--- config.mk ---
export PLATFORM = sky130hd
export DESIGN_NAME = uart_cmd_parser_flat
export DESIGN_NICKNAME = d
export VERILOG_FILES = /design/src/rtl/uart_cmd_parser_pkg.sv /design/src/rtl/uart_cmd_parser_if.sv /design/src/rtl/uart_cmd_parser_resp_serializer.sv /design/src/rtl/uart_cmd_parser.sv /design/src/flat_wrapper.sv
export SDC_FILE = /design/constraint.sdc
export NUM_CORES = 1
export LEC_CHECK = 0
export ABC_AREA = 1
export ABC_CLOCK_PERIOD_IN_PS = 7600
export CAP_MARGIN = 15
export CELL_PAD_IN_SITES_DETAIL_PLACEMENT = 1
export CELL_PAD_IN_SITES_GLOBAL_PLACEMENT = 2
export CORE_MARGIN = 3
export CORE_UTILIZATION = 30
export DETAILED_ROUTE_END_ITERATION = 12
export PLACE_DENSITY_LB_ADDON = 0.1
export SYNTH_ARGS = -nofsm -noshare
export SYNTH_HDL_FRONTEND = slang
export SYNTH_SLANG_ARGS = --single-unit
--- constraint.sdc ---
create_clock -name clk -period 7.6 [get_ports clk]
set_input_delay 0.76 -clock clk [delete_from_list [all_inputs] [get_ports clk]]
set_output_delay 0.76 -clock clk [all_outputs]
set_load 0.02 [all_outputs]
--- src/rtl/uart_cmd_parser_pkg.sv ---
// Shared constants and parser state encoding for the UART command parser.
package uart_cmd_parser_pkg;
    localparam logic [7:0] SYNC_BYTE    = 8'hA5;
    localparam logic [7:0] CMD_CSR_WR   = 8'h01;
    localparam logic [7:0] CMD_BUF_A_WR = 8'h02;
    localparam logic [7:0] CMD_BUF_B_WR = 8'h03;
    localparam logic [7:0] CMD_CSR_RD   = 8'h04;
    localparam logic [7:0] CMD_START    = 8'h05;
    localparam logic [7:0] ACK_BYTE     = 8'h06;
    localparam logic [7:0] NAK_BYTE     = 8'h15;

    typedef enum logic [3:0] {
        ST_IDLE, ST_CMD, ST_ADDR_L, ST_ADDR_H, ST_LEN,
        ST_PAYLOAD, ST_CHK, ST_EXEC, ST_RESP, ST_RD_DATA
    } state_e;
endpackage

--- src/rtl/uart_cmd_parser_if.sv ---
// Host-side byte streams plus core-side CSR/buffer/start signals of the parser.
// tx handshake: tx_valid is held with tx_data stable until a cycle with tx_valid && tx_ready.
interface uart_cmd_parser_if #(
    parameter int BUF_AW = 16,
    parameter int CSR_AW = 8
);
    logic [7:0]        rx_data;
    logic              rx_valid;
    logic [7:0]        tx_data;
    logic              tx_valid;
    logic              tx_ready;
    logic              csr_we;
    logic              csr_re;
    logic [CSR_AW-1:0] csr_addr;
    logic [31:0]       csr_wdata;
    logic [31:0]       csr_rdata;
    logic              buf_we;
    logic              buf_sel;
    logic [BUF_AW-1:0] buf_addr;
    logic [7:0]        buf_wdata;
    logic              core_busy;
    logic              start;
    logic              overrun;

    modport master (
        input  rx_data, rx_valid, tx_ready, csr_rdata, core_busy,
        output tx_data, tx_valid, csr_we, csr_re, csr_addr, csr_wdata,
               buf_we, buf_sel, buf_addr, buf_wdata, start, overrun
    );
    modport slave (
        output rx_data, rx_valid, tx_ready, csr_rdata, core_busy,
        input  tx_data, tx_valid, csr_we, csr_re, csr_addr, csr_wdata,
               buf_we, buf_sel, buf_addr, buf_wdata, start, overrun
    );
endinterface

--- src/rtl/uart_cmd_parser_resp_serializer.sv ---
// Sends one status byte, optionally followed by a 32-bit word LSB first, over the tx handshake.
module uart_cmd_parser_resp_serializer (
    input  logic        clk,
    input  logic        rst,
    input  logic        load,
    input  logic [7:0]  first_byte,
    input  logic        has_word,
    input  logic [31:0] word,
    input  logic        tx_ready,
    output logic [7:0]  tx_data,
    output logic        tx_valid,
    output logic        busy
);
    logic [7:0]  data_q, data_d;
    logic        valid_q, valid_d;
    logic [2:0]  idx_q, idx_d;
    logic [31:0] word_q, word_d;
    logic        has_word_q, has_word_d;

    always_ff @(posedge clk or posedge rst) begin
        if (rst) begin
            data_q     <= '0;
            valid_q    <= 1'b0;
            idx_q      <= '0;
            word_q     <= '0;
            has_word_q <= 1'b0;
        end else begin
            data_q     <= data_d;
            valid_q    <= valid_d;
            idx_q      <= idx_d;
            word_q     <= word_d;
            has_word_q <= has_word_d;
        end
    end

    always_comb begin
        data_d     = data_q;
        valid_d    = valid_q;
        idx_d      = idx_q;
        word_d     = word_q;
        has_word_d = has_word_q;
        if (load) begin
            valid_d    = 1'b1;
            data_d     = first_byte;
            idx_d      = '0;
            word_d     = word;
            has_word_d = has_word;
        end else if (valid_q && tx_ready) begin
            // idx_q counts word bytes already presented; 4 means the word is done
            if (!has_word_q || idx_q == 3'd4) begin
                valid_d = 1'b0;
                data_d  = '0;
            end else begin
                data_d = word_q[{idx_q[1:0], 3'b000} +: 8];
                idx_d  = idx_q + 3'd1;
            end
        end
    end

    assign tx_data  = data_q;
    assign tx_valid = valid_q;
    assign busy     = valid_q;
endmodule

--- src/rtl/uart_cmd_parser.sv ---
// Framed-packet parser: SYNC CMD ADDR_LO ADDR_HI LEN payload CHK, issuing CSR/buffer/start
// actions on the tile core and returning ACK/NAK (plus read data) to the UART transmitter.
module uart_cmd_parser
    import uart_cmd_parser_pkg::*;
#(
    parameter int BUF_AW      = 16,
    parameter int CSR_AW      = 8,
    parameter int TIMEOUT_CYC = 65536
) (
    input  logic              clk,
    input  logic              rst,
    uart_cmd_parser_if.master bus,
    output state_e            dbg_state
);
    localparam int TW = $clog2(TIMEOUT_CYC);

    state_e          state_q, state_d;
    logic [7:0]      cmd_q, cmd_d, len_q, len_d, cnt_q, cnt_d, chk_q, chk_d;
    logic [15:0]     addr_q, addr_d;
    logic            chk_ok_q, chk_ok_d, overrun_q, overrun_d;
    logic [31:0]     wdata_q, wdata_d;
    logic [TW-1:0]   timer_q, timer_d;
    logic            buf_we_q, buf_we_d, buf_sel_q, buf_sel_d;
    logic [BUF_AW-1:0] buf_addr_q, buf_addr_d;
    logic [7:0]      buf_wdata_q, buf_wdata_d;
    logic            ser_load, ser_has_word, ser_busy;
    logic [7:0]      ser_first;
    logic            csr_we_c, csr_re_c, start_c;

    always_ff @(posedge clk or posedge rst) begin
        if (rst) begin
            state_q <= ST_IDLE;      cmd_q <= '0;     len_q <= '0;
            cnt_q <= '0;             chk_q <= '0;     addr_q <= '0;
            chk_ok_q <= 1'b0;        overrun_q <= 1'b0; wdata_q <= '0;
            timer_q <= '0;           buf_we_q <= 1'b0; buf_sel_q <= 1'b0;
            buf_addr_q <= '0;        buf_wdata_q <= '0;
        end else begin
            state_q <= state_d;      cmd_q <= cmd_d;  len_q <= len_d;
            cnt_q <= cnt_d;          chk_q <= chk_d;  addr_q <= addr_d;
            chk_ok_q <= chk_ok_d;    overrun_q <= overrun_d; wdata_q <= wdata_d;
            timer_q <= timer_d;      buf_we_q <= buf_we_d; buf_sel_q <= buf_sel_d;
            buf_addr_q <= buf_addr_d; buf_wdata_q <= buf_wdata_d;
        end
    end

    always_comb begin
        state_d = state_q;   cmd_d = cmd_q;     len_d = len_q;
        cnt_d = cnt_q;       chk_d = chk_q;     addr_d = addr_q;
        chk_ok_d = chk_ok_q; overrun_d = overrun_q; wdata_d = wdata_q;
        timer_d = '0;        buf_we_d = 1'b0;   buf_sel_d = buf_sel_q;
        buf_addr_d = buf_addr_q; buf_wdata_d = buf_wdata_q;
        ser_load = 1'b0;     ser_first = NAK_BYTE; ser_has_word = 1'b0;
        csr_we_c = 1'b0;     csr_re_c = 1'b0;   start_c = 1'b0;

        // Inter-byte timeout; a byte arriving in the expiry cycle overrides the abort below
        if (state_q inside {ST_CMD, ST_ADDR_L, ST_ADDR_H, ST_LEN, ST_PAYLOAD, ST_CHK}) begin
            if (bus.rx_valid)
                timer_d = '0;
            else if (timer_q == TW'(TIMEOUT_CYC - 1))
                state_d = ST_IDLE;
            else
                timer_d = timer_q + TW'(1);
        end
        if (bus.rx_valid && state_q inside {ST_EXEC, ST_RESP, ST_RD_DATA})
            overrun_d = 1'b1;

        case (state_q)
            ST_IDLE: if (bus.rx_valid && bus.rx_data == SYNC_BYTE) state_d = ST_CMD;
            ST_CMD: if (bus.rx_valid) begin
                cmd_d = bus.rx_data;
                chk_d = bus.rx_data;
                state_d = ST_ADDR_L;
            end
            ST_ADDR_L: if (bus.rx_valid) begin
                addr_d[7:0] = bus.rx_data;
                chk_d = chk_q ^ bus.rx_data;
                state_d = ST_ADDR_H;
            end
            ST_ADDR_H: if (bus.rx_valid) begin
                addr_d[15:8] = bus.rx_data;
                chk_d = chk_q ^ bus.rx_data;
                state_d = ST_LEN;
            end
            ST_LEN: if (bus.rx_valid) begin
                len_d = bus.rx_data;
                cnt_d = '0;
                wdata_d = '0;
                chk_d = chk_q ^ bus.rx_data;
                state_d = (bus.rx_data == 8'd0) ? ST_CHK : ST_PAYLOAD;
            end
            ST_PAYLOAD: if (bus.rx_valid) begin
                chk_d = chk_q ^ bus.rx_data;
                if (cmd_q == CMD_CSR_WR && cnt_q < 8'd4)
                    wdata_d[{cnt_q[1:0], 3'b000} +: 8] = bus.rx_data;
                // Buffer bytes commit immediately, before the checksum is known
                if (cmd_q == CMD_BUF_A_WR || cmd_q == CMD_BUF_B_WR) begin
                    buf_we_d    = 1'b1;
                    buf_sel_d   = (cmd_q == CMD_BUF_B_WR);
                    buf_addr_d  = BUF_AW'(addr_q) + BUF_AW'(cnt_q);
                    buf_wdata_d = bus.rx_data;
                end
                cnt_d = cnt_q + 8'd1;
                if (cnt_q == len_q - 8'd1) state_d = ST_CHK;
            end
            ST_CHK: if (bus.rx_valid) begin
                chk_ok_d = (bus.rx_data == chk_q);
                state_d = ST_EXEC;
            end
            ST_EXEC: begin
                state_d = ST_RESP;
                ser_load = 1'b1;
                case (cmd_q)
                    CMD_CSR_WR: if (chk_ok_q && len_q == 8'd4) begin
                        csr_we_c = 1'b1;
                        ser_first = ACK_BYTE;
                    end
                    CMD_BUF_A_WR, CMD_BUF_B_WR: if (chk_ok_q) ser_first = ACK_BYTE;
                    CMD_CSR_RD: if (chk_ok_q && len_q == 8'd0) begin
                        csr_re_c = 1'b1;
                        ser_load = 1'b0;
                        state_d = ST_RD_DATA;
                    end
                    CMD_START: if (chk_ok_q && len_q == 8'd0 && !bus.core_busy) begin
                        start_c = 1'b1;
                        ser_first = ACK_BYTE;
                    end
                    default: ser_first = NAK_BYTE;
                endcase
            end
            ST_RD_DATA: begin
                ser_load = 1'b1;
                ser_first = ACK_BYTE;
                ser_has_word = 1'b1;
                state_d = ST_RESP;
            end
            ST_RESP: if (!ser_busy) state_d = ST_IDLE;
            default: state_d = ST_IDLE;
        endcase
    end

    uart_cmd_parser_resp_serializer u_ser (
        .clk(clk), .rst(rst), .load(ser_load), .first_byte(ser_first),
        .has_word(ser_has_word), .word(bus.csr_rdata), .tx_ready(bus.tx_ready),
        .tx_data(bus.tx_data), .tx_valid(bus.tx_valid), .busy(ser_busy)
    );

    assign bus.csr_we    = csr_we_c;
    assign bus.csr_re    = csr_re_c;
    assign bus.csr_addr  = addr_q[CSR_AW-1:0];
    assign bus.csr_wdata = wdata_q;
    assign bus.buf_we    = buf_we_q;
    assign bus.buf_sel   = buf_sel_q;
    assign bus.buf_addr  = buf_addr_q;
    assign bus.buf_wdata = buf_wdata_q;
    assign bus.start     = start_c;
    assign bus.overrun   = overrun_q;
    assign dbg_state     = state_q;
endmodule
--- src/flat_wrapper.sv ---
// flat-port wrapper written by rule: the top's interface ports become plain ports
module uart_cmd_parser_flat import uart_cmd_parser_pkg::*;
#(
    parameter int BUF_AW      = 16,
    parameter int CSR_AW      = 8,
    parameter int TIMEOUT_CYC = 65536
)
  (clk, rst, dbg_state, bus_rx_data, bus_rx_valid, bus_tx_ready, bus_csr_rdata, bus_core_busy, bus_tx_data, bus_tx_valid, bus_csr_we, bus_csr_re, bus_csr_addr, bus_csr_wdata, bus_buf_we, bus_buf_sel, bus_buf_addr, bus_buf_wdata, bus_start, bus_overrun);
  uart_cmd_parser_if #(.BUF_AW(BUF_AW), .CSR_AW(CSR_AW)) bus_i ();
  input  logic clk;
  input  logic rst;
  output state_e dbg_state;
  input wire logic [$bits(bus_i.rx_data)-1:0] bus_rx_data;
  input wire logic [$bits(bus_i.rx_valid)-1:0] bus_rx_valid;
  input wire logic [$bits(bus_i.tx_ready)-1:0] bus_tx_ready;
  input wire logic [$bits(bus_i.csr_rdata)-1:0] bus_csr_rdata;
  input wire logic [$bits(bus_i.core_busy)-1:0] bus_core_busy;
  output wire logic [$bits(bus_i.tx_data)-1:0] bus_tx_data;
  output wire logic [$bits(bus_i.tx_valid)-1:0] bus_tx_valid;
  output wire logic [$bits(bus_i.csr_we)-1:0] bus_csr_we;
  output wire logic [$bits(bus_i.csr_re)-1:0] bus_csr_re;
  output wire logic [$bits(bus_i.csr_addr)-1:0] bus_csr_addr;
  output wire logic [$bits(bus_i.csr_wdata)-1:0] bus_csr_wdata;
  output wire logic [$bits(bus_i.buf_we)-1:0] bus_buf_we;
  output wire logic [$bits(bus_i.buf_sel)-1:0] bus_buf_sel;
  output wire logic [$bits(bus_i.buf_addr)-1:0] bus_buf_addr;
  output wire logic [$bits(bus_i.buf_wdata)-1:0] bus_buf_wdata;
  output wire logic [$bits(bus_i.start)-1:0] bus_start;
  output wire logic [$bits(bus_i.overrun)-1:0] bus_overrun;
  assign bus_i.rx_data = bus_rx_data;
  assign bus_i.rx_valid = bus_rx_valid;
  assign bus_i.tx_ready = bus_tx_ready;
  assign bus_i.csr_rdata = bus_csr_rdata;
  assign bus_i.core_busy = bus_core_busy;
  assign bus_tx_data = bus_i.tx_data;
  assign bus_tx_valid = bus_i.tx_valid;
  assign bus_csr_we = bus_i.csr_we;
  assign bus_csr_re = bus_i.csr_re;
  assign bus_csr_addr = bus_i.csr_addr;
  assign bus_csr_wdata = bus_i.csr_wdata;
  assign bus_buf_we = bus_i.buf_we;
  assign bus_buf_sel = bus_i.buf_sel;
  assign bus_buf_addr = bus_i.buf_addr;
  assign bus_buf_wdata = bus_i.buf_wdata;
  assign bus_start = bus_i.start;
  assign bus_overrun = bus_i.overrun;
  uart_cmd_parser #(.BUF_AW(BUF_AW), .CSR_AW(CSR_AW), .TIMEOUT_CYC(TIMEOUT_CYC)) u_core (.clk(clk), .rst(rst), .bus(bus_i), .dbg_state(dbg_state));
endmodule
==> run summary, run 1 <==
Clock tree synthesis found a total of 173 sinks. The routed layout has 7774 vias. The layout overhead on the synthesized area works out to 23.0%. The sequential-to-total area share from yosys stat is 0.477.

TritonCTS built the clock tree. First-pass GRT wire length: 45.2 mm. The measured slew at the worst slew-check pin is 854 ps, and the final estimated routing congestion in global placement is 0.810. The total routed wire length on the met1 layer was 13.8 mm.

The die covers 0.0323 sq mm. The starting DRC count in detailed routing is 353, and the cell area power density is 334 mW/mm^2. The kind of end point of the critical path is an output pin.

Count of unique library cells instantiated by Yosys: 46. The final routed DRC violation total was 0; the clock edge transition at the registers on the reported setup and hold paths was 70 ps. The run gives 0.176 as the overall global routing resource usage. The summed instance area of the synthesized netlist came out at 0.00907 sq mm. In this run, synthesis inferred 0 flip-flops with an integrated enable. The smallest clock period supported by the final layout is computed as 3580 ps. The number of nets in the synthesized netlist is 1170. In this run the most critical hold path is launched from u_core.u_ser.word_q[19].

Adding up every negative setup slack in the final design gives 0 ps. For the number of setup violations in the final report, the log shows 0. The run gives 1108 as the post-synthesis cell count. The worst hold margin was 479 ps; the wire length reported by the detailed router was 28.6 mm. The flow ran to the end, and the final reports show no timing, DRC or antenna violations.

Timing would allow up to 280 MHz. The tools report the placed cell count as 1584. Detailed routing placed a total of 800 microns of wire on met3.

The site row count is 63, and the number of buffers added for setup after CTS is 0. The worst setup path startpoint is u_core.len_q[0]. The biggest cell delay along the critical path came out at 720 ps. For this design the static power due to leakage is 4.96 nW. The run gives 128 as the number of I/O pins. Traced cell by cell, the critical path runs through inv_1, ha_1, nand2_1, nor4_1, clkdlybuf4s50_1. The worst-case IR drop observed on VDD is 0.168 mV.

For this run, the number of Yosys warnings is 0. From bottom edge to top edge, the die measures 180 microns. Global routing finished with a remaining overflow of 0. After routing the design area is 0.0112 sq mm. Post-CTS repair changed the size of 0 cells. In the detailed route, the total length drawn on met2 is 13.7 mm. The H-tree level count was 4; the number of CTS-inserted buffers was 17. The later pin in the worst-skew pair is clocked with a latency of 440 ps.

The share of flip-flops with an asynchronous set or reset after synthesis is 1.00, and the detailed-placement wirelength estimate is 20.9 mm. No sink is reached through more buffers than the 2 on the longest clock path. The worst min-delay path category was register to register.

Signal routing reaches up to met4. The floorplan step defined a core boundary enclosing 0.0297 sq mm. The share of cells above drive strength 1 was 0.0882.

Setup repair after global routing left no endpoint under its margin. In this run the clock root is driven by a clkbuf_16. The number of cells on the worst reg-to-reg path is 7. Summing all placed instances gives a cell area of 0.0106 sq mm. Using the TritonRoute via totals, the vias-per-cell ratio works out to 4.81. Entering global routing, the biggest net connects 89 pins. The starting density of the core was 0.305; the number of register bits inferred by synthesis was 173. The hold buffer count at CTS was 0. The sort of element at the start of the critical path is a register. The first TritonRoute pass finished after 4 iterations. STA puts the critical path data arrival time at 2820 ps.

The logs give 0.426 for the worst slew slack as a fraction of its limit and 0 for the antenna diode count. For the worst setup path, the data required time is 6840 ps. The count of nets left with antenna violations once routing finished came out at 0.

The clock arrives with 10.8 ps of skew. In the synthesized netlist the dominant register cell turns out to be dfrtp_1. The run gives 7937 as the via count of the first global-routing pass.

The quantity of I/O buffers inserted on ports was 127; the average wire per cell in the routed design was 17.7 microns. The library cell contributing the largest single delay on the critical path was clkdlybuf4s50_1. At the end of the flow, the number of nets in the layout was 1275. The tools report the count of final hold-check violations as 0. The floorplan step set the die width to 180 microns. The layout has 3537 filler cells. Along the worst hold path, the cell count comes to 2. The critical path is of the register to output pin type. The number of max-slew violations in the final report came out at 0. The max-capacitance violation count came out at 0.

The average footprint of a synthesized cell is 8.18 sq um. In this run the worst path has a maximum fanout of 6. Post-route fraction of the period consumed by the critical path: 0.471. The launch instance of the worst register-to-register path is u_core.cnt_q[0]. The number of antenna violations at the first check in global routing was 1; the non-filler instance count after layout was 1615.
==> registers in the layout (all words and copies together), names as in the netlist, 8 cells and up <==
register and count:
u_core.u_ser.tx_data 8, u_core.cnt_q 8, u_core.chk_q 8, u_core.addr_q 16
u_core.u_ser.word_q 32, u_core.bus.csr_wdata 32, u_core.bus.buf_addr 16, u_core.timer_q 16
u_core.len_q 8, u_core.cmd_q 8, u_core.bus.buf_wdata 8
==> layout by cell type, fill, tap and decap left out, drive strengths merged, types with 27 or more instances in the layout <==
cell	netlist	routed
nand4	41	41
dfrtp	173	173
inv	97	99
nor2	82	82
nand2	332	332
a21oi	35	35
o21ai	129	129
nand3	56	56
nor3	27	27
clkdlybuf4s50	0	127
==> layout make-up <==
class                   count  area [sq um]  area share
flip-flops and latches    173          4330       0.388
multi-input cells         793          4100       0.368
repair buffers            129          1290       0.115
well taps                 390           488      0.0438
clock buffers              20           457      0.0410
inverters                  99           382      0.0342
clock inverters            11           111     0.00999
==> logic make-up after synthesis <==
family                     Yosys count  synth area share
xor gates and xnor gates            25            0.0241
DFF                                173             0.477
AOI/OAI and AO/OA                  183             0.123
and+or+nand+nor                    568             0.281
buffers and inverters              142            0.0705
adders and majority gates           17            0.0243
==> per-stage QoR <==
step / power (mW) / util / setup WS (ps)
after floorplan: 2.39 / - / 2150
after global placement: 2.86 / 0.356 / 4250
after detailed placement: 2.88 / 0.356 / 4160
after CTS: 3.78 / 0.375 / 3880
after global routing: 4.02 / 0.375 / 3840
final: 3.72 / 0.375 / 4020
==> per-layer routing <==
layer	global-route usage	vias up
met5	0	-
met4	0.0368	0
met3	0.0279	13
met2	0.291	112
met1	0.244	3799
li1	-	3850
==> power by group <==
| part | switching [mW] | internal (mW) |
|---|---|---|
| combinational | 0.876 | 0.515 |
| sequential | 0.264 | 1.19 |
| clock | 0.404 | 0.472 |
==> synth_stat cells (3+ instances only) <==
cell type	count	area, sq um
nand2_1	328	1230
dfrtp_1	173	4330
inv_1	88	330
nor2_1	78	293
o21ai_0	74	370
nand3_1	52	260
nand4_1	41	257
a21oi_1	35	175
o21ai_2	33	289
nor3_1	23	115
o21ai_1	20	100
xor2_1	20	175
clkbuf_1	19	71.3
ha_1	16	200
or2_2	14	87.6
buf_4	9	67.6
nor4_1	9	56.3
buf_6	8	90.1
inv_2	7	26.3
buf_2	6	30.0
xnor2_1	5	43.8
a22o_1	4	35.0
nand3_4	4	70.1
a31oi_1	3	18.8
nand2_2	3	18.8
nand3b_1	3	22.5
nor2_2	3	18.8
nor3_4	3	48.8
o21bai_1	3	22.5
==> worst max-delay path: cells and delay by family (launching register included) <==
family | cells | cell delay, ps
DFF | 1 | 410
adders and majority gates | 1 | 290
buffers and inverters | 2 | 870
and+or+nand+nor | 2 | 810
==> final timing paths <==
check / end / slack (ps)
setup / recovery: bus_csr_re / 4020
hold / removal: u_core.u_ser.word_q[19] / 480
setup reg to reg: u_core.bus.csr_wdata[22] / 4560
hold reg to reg: u_core.u_ser.word_q[19] / 480
max in group asynchronous: u_core.len_q[2] / 5610
min in group asynchronous: u_core.u_ser.word_q[17] / 870
Note: power is estimated with default switching activity, not from simulation.
==> run 2: changes to the inputs <==
--- a/config.mk
+++ b/config.mk
@@ -6,7 +6,7 @@
 export NUM_CORES = 1
 export LEC_CHECK = 0
 export ABC_AREA = 1
-export ABC_CLOCK_PERIOD_IN_PS = 7600
+export ABC_CLOCK_PERIOD_IN_PS = 3600
 export CAP_MARGIN = 15
 export CELL_PAD_IN_SITES_DETAIL_PLACEMENT = 1
 export CELL_PAD_IN_SITES_GLOBAL_PLACEMENT = 2
==> constraint.sdc (replaced) <==
create_clock -name clk -period 3.6 [get_ports clk]
set_input_delay 0.36 -clock clk [delete_from_list [all_inputs] [get_ports clk]]
set_output_delay 0.36 -clock clk [all_outputs]
set_load 0.02 [all_outputs]
==> run 2 against run 1 <==
Clock power grew 110%. Cell count up 0.74%. Sequential power rose by 110%. Critical endpoint unchanged.
==> run summary, run 2 (synthesis results as in run 1) <==
The tools report the overall global routing resource usage as 0.176. The placed cell count was 1595. At the end of routability-driven placement, the weighted congestion stood at 0.781.

Counting every sink on the clock net gives 173. After detailed routing, the wire length on met1 is 13.8 mm. In this run, post-CTS repair resized a total of 0 instances. The quantity of I/O buffers inserted on ports was 127; the number of antenna violations at the first check in global routing was 0.

Setup slack closes at 485 ps. The average wire per cell in the routed design works out to 17.2 microns. The largest fanout on the critical path is 8.

At the worst endpoint, the required time is 3240 ps. Once detail routing completed, the nets flagged for antenna violations numbered 0. The maximum VDD drop was 0.327 mV; the post-layout net count was 1286. The antenna diode count was 0. The logs give 13.2 mm for the routed length on met2 and 60 for the largest net degree at the start of global routing. In this run the top signal layer used is met4.

Setup repair after global routing left no endpoint under its margin. The layout overhead on the synthesized area is 24.5%, and the area of placed instances is 0.0107 sq mm. Based on the critical path, the design can be clocked at up to 321 MHz.

The core footprint came out at 0.0297 sq mm. The logs give 0 for the hold buffer count at CTS and 0 for the count of final hold-check violations. The signal arrival time at the worst endpoint was 2760 ps. The H-tree level count was 4. The run finished with clean final reports. Max-cap violations in this run came to 0. The measured slew at the worst slew-check pin was 928 ps. The worst setup path is of the register to output pin kind.

Setup total negative slack on the finished layout was measured at 0 ps. For this design the top-level I/O count stands at 128. Summed over all layers, the routed wires come to 28.0 mm. The mean number of vias per cell was 4.78. Leaving out fill and tap cells, the most frequent cells in the layout are 328 x nand2_1, 173 x dfrtp_1, 127 x clkdlybuf4s50_1, 87 x inv_1, 78 x nor2_1. The final routed DRC violation total came out at 0. The tools report the kind of end point of the critical path as an output pin. OpenSTA, run right after detailed placement, puts the worst setup slack at 708 ps.

The floorplan step set the die width to 180 microns. The sum of met3 wire segment lengths after detailed routing came out at 591 microns. The remaining global-route overflow is 0, and the clock edge transition at the registers on the reported setup and hold paths is 80 ps.

In this run, CTS created clock tree buffers numbering 17. The worst min-delay path category was input port to register. The worst setup path is launched from a register. Detailed routing inserted a total of 7784 vias.

The cell area power density is 696 mW/mm^2. Clock skew on the completed layout was measured at 19.5 ps. The run gives 0 as the number of setup violations in the final report.

The first detailed-routing pass ran for 4 iterations. Once layout is done, the placed cells without fillers occupy 0.0113 sq mm. The die footprint was 0.0323 sq mm; the first-pass GRT wire length was 46.4 mm.

The run gives 0.380 as the worst slew slack as a fraction of its limit. The clock period could shrink to 3120 ps. The share of cells above drive strength 1 was 0.0978; the worst-case clock buffer depth was 2. Row generation in the floorplan step produced 63 rows. The library cell used most frequently in the layout, excluding fill and tap cells, is nand2_1. TritonCTS built the clock tree. The post-route fraction of the period consumed by the critical path is 0.865, and the latest clock arrival within the worst-skew pair is 440 ps. The run gives 0.305 as the starting density of the core.

The via count of the first global-routing pass is 8278, and the number of max-slew violations in the final report is 0. Non-filler instance count after layout: 1627. For this block, the initial DRC count from the detailed router was 391.

Number of buffers added for setup after CTS: 0. Summed over all cells, the static leakage comes to 5.03 nW. Detailed placement ended at an HPWL of 20.7 mm.

Clock tree synthesis selected as its root buffer the cell clkbuf_16. In this run the vertical extent of the chip is 180 microns.
## run 2: cell count changes in the layout (fill, tap and decap cells not counted)
cell,previous run,this run
buf_12,0,2
inv_8,1,5
clkinv_4,5,2
inv_6,2,1
clkbuf_8,2,0
clkinv_8,0,5
clkbuf_1,1,0
bufinv_16,1,0
buf_4,2,11
## run 2: power breakdown
group	leakage [nW]	switching (mW)	internal, mW
Sequential	2.23	0.536	2.51
Clock	0.295	0.935	0.939
Combinational	2.51	1.83	1.10
## run 2: worst paths after layout
check | startpoint | end | slack, ps | depth (start not counted)
max | u_core.dbg_state[1] | bus_csr_re | 480 | 5
min | bus_csr_rdata[19] | u_core.u_ser.word_q[19] | 460 | 3
max reg2reg | u_core.cnt_q[0] | u_core.bus.csr_wdata[22] | 670 | 7
max in group asynchronous | rst | u_core.timer_q[0] | 2320 | 3
min reg2reg | u_core.u_ser.word_q[22] | u_core.u_ser.word_q[22] | 480 | 2
min in group asynchronous | rst | u_core.bus.csr_wdata[18] | 480 | 2
## run 2: worst max-delay path, stage by stage, from the launching register on
cell and delay [ps]:
dfrtp_1 610, nand2_1 230, nor2_1 200, inv_1 110, nor4_1 460, clkdlybuf4s50_1 720
## run 2: metal layers
metal  GRT usage  up-vias
met1       0.250     3791
met4      0.0402        0
li1            -     3872
met3      0.0221       21
met2       0.289      100
met5           0        -
## run 2: metrics by stage
step	hold slack (ps)	util	power [mW]
final	456	0.380	7.85
after global routing	451	0.380	8.52
after global placement	458	0.360	5.99
after detailed placement	463	0.360	6.04
after CTS	431	0.380	7.97
after floorplan	442	-	5.05
## run 2: final cells by class
type	instances	area (sq um)
clock inverters	15	174
clock buffers	17	425
flip-flops and latches	173	4330
inverters	99	380
repair buffers	140	1390
multi-input cells	793	4100
well taps	390	488
fillers	3536	18400
